**src/rtl/mesh_mm_pkg.sv**
```systemverilog
// mesh_mm_pkg: shared types and constants for the 2D-mesh matrix multiplier.
//   state_t      controller state encoding (S_IDLE..S_FIN)
//   feed_steps() number of skewed injection cycles for an n x n product
//   RES_W        width of each result register
package mesh_mm_pkg;

    typedef logic [2:0] state_t;

    localparam state_t S_IDLE  = 3'd0;
    localparam state_t S_CLEAR = 3'd1;
    localparam state_t S_FEED  = 3'd2;
    localparam state_t S_LOAD  = 3'd3;
    localparam state_t S_FIN   = 3'd4;

    localparam int RES_W = 12;

    function automatic int feed_steps(input int n);
        return 3 * n - 2;
    endfunction

endpackage

```
**src/rtl/mesh_skew_dec.sv**
```systemverilog
// mesh_skew_dec: combinational injection-window decode for the skewed operand feeders.
//   STEP  in  SW  injection step index t
//   A_VLD out N   bit i high when row i of A injects this step (i <= t < i+N)
//   B_VLD out N   bit j high when column j of B injects this step (same window)
module mesh_skew_dec #(
    parameter int N  = 3,
    parameter int SW = $clog2(3 * N - 2)
) (
    input  logic [SW-1:0] STEP,
    output logic [N-1:0]  A_VLD,
    output logic [N-1:0]  B_VLD
);

    genvar i;
    generate
        for (i = 0; i < N; i++) begin : g_win
            assign A_VLD[i] = (int'(STEP) >= i) && (int'(STEP) < i + N);
        end
    endgenerate

    assign B_VLD = A_VLD;

endmodule

```
**src/rtl/mesh_mm_ctrl.sv**
```systemverilog
// mesh_mm_ctrl: sequences one N x N product through the PE mesh per START pulse.
//   CLK, RST      clock (rising edge), asynchronous active-low reset
//   START, HOLD   begin a product (IDLE only), stall request (FEED only)
//   BUSY, DONE    in-progress flag, one-cycle completion pulse
//   ACC_CLR       clear PE accumulators, PE_EN mesh accumulate/shift enable
//   STEP          injection step index, A_VLD/B_VLD per-row/column inject strobes
//   RES_EN        load enable for the result register bank
module mesh_mm_ctrl
    import mesh_mm_pkg::*;
#(
    parameter int N = 3
) (
    input  logic                          CLK,
    input  logic                          RST,
    input  logic                          START,
    input  logic                          HOLD,
    output logic                          BUSY,
    output logic                          DONE,
    output logic                          ACC_CLR,
    output logic                          PE_EN,
    output logic [$clog2(3 * N - 2)-1:0]  STEP,
    output logic [N-1:0]                  A_VLD,
    output logic [N-1:0]                  B_VLD,
    output logic                          RES_EN
);

    localparam int SW = $clog2(3 * N - 2);
    localparam logic [SW-1:0] LAST = SW'(feed_steps(N) - 1);

    state_t        state, nxt;
    logic [SW-1:0] step, nxt_step;
    logic          feed, adv, last;
    logic [N-1:0]  win_a, win_b;

    assign feed = state == S_FEED;
    assign adv  = feed && !HOLD;
    assign last = step == LAST;

    // step returns to 0 on leaving FEED so it reads 0 in every other state
    always_comb begin
        nxt      = state == S_IDLE  ? (START ? S_CLEAR : S_IDLE) :
                   state == S_CLEAR ? S_FEED :
                   state == S_FEED  ? (adv && last ? S_LOAD : S_FEED) :
                   state == S_LOAD  ? S_FIN : S_IDLE;
        nxt_step = adv ? (last ? '0 : step + 1'b1) : (feed ? step : '0);
    end

    always_ff @(posedge CLK or negedge RST) begin
        if (!RST) begin
            state <= S_IDLE;
            step  <= '0;
        end else begin
            state <= nxt;
            step  <= nxt_step;
        end
    end

    mesh_skew_dec #(.N(N), .SW(SW)) u_skew (
        .STEP  (step),
        .A_VLD (win_a),
        .B_VLD (win_b)
    );

    // HOLD is the only input allowed to reach outputs directly, and only to gate injection
    assign BUSY    = state != S_IDLE;
    assign ACC_CLR = state == S_CLEAR;
    assign RES_EN  = state == S_LOAD;
    assign DONE    = state == S_FIN;
    assign PE_EN   = adv;
    assign STEP    = step;
    assign A_VLD   = {N{adv}} & win_a;
    assign B_VLD   = {N{adv}} & win_b;

endmodule

```
**config.mk**
```make
export PLATFORM = sky130hd
export DESIGN_NAME = mesh_mm_ctrl
export DESIGN_NICKNAME = d
export VERILOG_FILES = /design/src/rtl/mesh_mm_pkg.sv /design/src/rtl/mesh_skew_dec.sv /design/src/rtl/mesh_mm_ctrl.sv
export SDC_FILE = /design/constraint.sdc
export NUM_CORES = 1
export LEC_CHECK = 0
export ABC_CLOCK_PERIOD_IN_PS = 4250
export CAP_MARGIN = 25
export CORE_AREA = 3 3 40 42
export DETAILED_ROUTE_END_ITERATION = 8
export DIE_AREA = 0 0 43 45
export SLEW_MARGIN = 20
export SYNTH_ARGS = -nofsm -noshare
export SYNTH_HDL_FRONTEND = slang
export SYNTH_SLANG_ARGS = --single-unit
```
**constraint.sdc**
```tcl
create_clock -name CLK -period 4.25 [get_ports CLK]
set_input_delay 0.85 -clock CLK [delete_from_list [all_inputs] [get_ports CLK]]
set_output_delay 0.85 -clock CLK [all_outputs]
set_load 0.01 [all_outputs]
```
==> results_dict.tcl <==
set metrics [dict create \
    dp_slack_ns 0.943 \
    die_w_um 43 \
    htreeDepth 1 \
    clock_skew_ns 0.00139 \
    grt_max_degree 10 \
    hold_depth 1 \
    fin_hold_ws_ns 0.517 \
    first_pass_iters 4 \
    cts_sinks 6 \
    slew_headroom 0.748 \
    nets 62 \
    crit_type "input pin to primary output" \
    p_per_area_mw_per_mm2 536 \
    setup_viol 0 \
    ios 18 \
    crit_chain "clkdlybuf4s50_1 > a2111oi_2 > clkdlybuf4s50_1" \
    r2r_end "state[0]$_DFF_PN0_" \
    crit_required_ns 3.40 \
    reg2reg_from "state[0]$_DFF_PN0_" \
    regToRegSetupSlack_ns 2.89 \
    worst-path-buf-inv 2 \
    drt_iter0_markers 2 \
    pwr-share-clk 0.158 \
    vias 326 \
    viasPerCell 4.59 \
    post_cts.repair.setup_buffers 0 \
    final_common_cell "clkdlybuf4s50_1" \
    crit_family "buffers and inverters" \
    hp-class "register to register" \
    cp_max_fo 9 \
    syn_nets 46 \
    numPortBuffers 17 \
    clk_pin_slew_ns 0.04 \
    final_antenna_net_count 0 \
    final_cell_area_um2 564 \
    grt_pass1_wl_um 1230 \
    routed_wirelength_um 741 \
    cts-resized-gates 0 \
    worstPathArrival_ns 2.44 \
    synth-seq-cells 6 \
    drc_errors 0 \
    slowest_delay_ns 0.60 \
    clk_latency_ns 0.23 \
    drive_gt1_frac 0.107 \
    core-area_mm2 0.00128 \
    start_util 0.308 \
    numCtsBuffers 3 \
    syn_area_um2 395 \
    reg2regPathDepth 3 \
    p_leak_nw 0.214 \
    holdBufCountCts 0 \
    tns_ns 0 \
    period_minus_slack_ns 3.29 \
    comb_power_share 0.502 \
    hp-start "state[2]$_DFF_PN0_" \
    netlist_instances 42 \
    rsz0062_at_grt "no" \
    wl_per_cell_um 10.4 \
    place_congestion 0.655 \
    rows 13 \
    area_growth_pct 42.7 \
    grt_pass1_vias 300 \
    antenna_found_initial 0 \
    switching_share 0.369 \
    diodes 0 \
    synth_area_per_cell_um2 9.41 \
    cts_tree "built" \
    crit_path_frequent_cell "clkdlybuf4s50_1" \
    hold_end "state[1]$_DFF_PN0_" \
    dpl.hpwl_um 584 \
    status "finished, final reports clean" \
    max_slew.worst_pin.slew_ns 0.377 \
    max-cap-violations 0 \
    cp-end-kind "primary output" \
    critical_path.startpoint_type "input pin" \
    peakVddDrop_v 0.000259 \
    fin_util 0.439 \
    p_switching_uw 112 \
    timing.final.crit_share 0.773 \
    die_area_mm2 0.00194 \
    ys_seq_area_frac 0.380 \
    crit_path_top_delay_cell "clkdlybuf4s50_1" \
    die_h_um 45 \
    grtUsageTotal 0.0847 \
    layout_common_cells "17 x clkdlybuf4s50_1, 6 x dfrtp_1, 6 x nor2_1" \
    post_dp_cell_area_um2 542 \
    hold_viol_final 0 \
    overflow 0 \
    yosys_warnings 0 \
    intPower_uw 191 \
    synth_cell_types 22 \
    cts_buffer_depth 2 \
    slew_viol_final 0 \
    seqPwrFrac 0.340 \
    timing.fmax_mhz 304 \
    cts-root-buf "clkbuf_4" \
    setup_slack_ns 0.963 \
]
power groups by stage:
stage	logic (mW)	registers, mW	clock network [mW]
after floorplan	0.102	0.0972	0
after global placement	0.154	0.104	0
after detailed placement	0.155	0.104	0
after CTS	0.155	0.103	0.0511
after global routing	0.166	0.108	0.0529
final	0.152	0.103	0.0478
synthesized netlist by cell type:
master,instances,area (um^2)
nor4_2,1,12.5
a211oi_1,1,7.51
nand2b_1,1,6.26
a21oi_1,3,15.0
a32o_1,1,10.0
buf_4,3,22.5
nor2_1,6,22.5
or3b_1,1,8.76
clkbuf_1,1,3.75
mux2i_1,1,10.0
inv_1,3,11.3
and3b_1,2,17.5
nor2_4,1,11.3
nor4bb_1,1,10.0
buf_6,1,11.3
buf_2,1,5.00
dfrtp_1,6,150
nor3_1,3,15.0
nor2b_1,1,6.26
nor3b_1,2,15.0
xnor2_1,1,8.76
a2111oi_2,1,15.0
sequential cells by signal, summed over array words and instances, names as in the netlist:
name and cells:
STEP 3, state 3
metrics by stage:
step	cells	power [mW]
after floorplan	42	0.199
after global placement	68	0.258
after detailed placement	68	0.258
after CTS	71	0.309
after global routing	71	0.328
final	71	0.303
layout make-up:
| class | count | area, um^2 |
|---|---|---|
| Tap cell | 15 | 18.8 |
| Clock buffer | 3 | 22.5 |
| Inverter | 3 | 11.3 |
| Multi-Input combinational cell | 27 | 191 |
| Sequential cell | 6 | 150 |
| Timing Repair Buffer | 17 | 170 |
| Fill cell | 135 | 721 |
cell families after synthesis:
logic type	count (synthesis)	share of synthesized area
buffers and inverters	9	0.136
AND/OR/NAND/NOR	19	0.316
AO/OA/AOI/OAI	6	0.120
flip-flops	6	0.380
XOR/XNOR	1	0.0222
multiplexers	1	0.0253
how the worst max path moves through the flow:
| stage | startpoint | endpoint | slack [ns] | depth (start not counted) |
|---|---|---|---|---|
| 4_1_cts | HOLD | B_VLD[0] | 0.95 | 3 |
| 3_5_place_dp | HOLD | B_VLD[0] | 0.94 | 3 |
| 5_1_grt | HOLD | B_VLD[0] | 0.87 | 3 |
| 3_3_place_gp | HOLD | A_VLD[0] | 0.98 | 3 |
| 6_report | HOLD | B_VLD[0] | 0.96 | 3 |
| 2_1_floorplan | HOLD | B_VLD[0] | 1.74 | 3 |
per-layer routing:
metal	track usage	routed length (um)
met2	0.114	359
met4	0.0723	0
met1	0.118	342
met5	0	0
met3	0.0120	40
(Power assumes the default switching activity.)
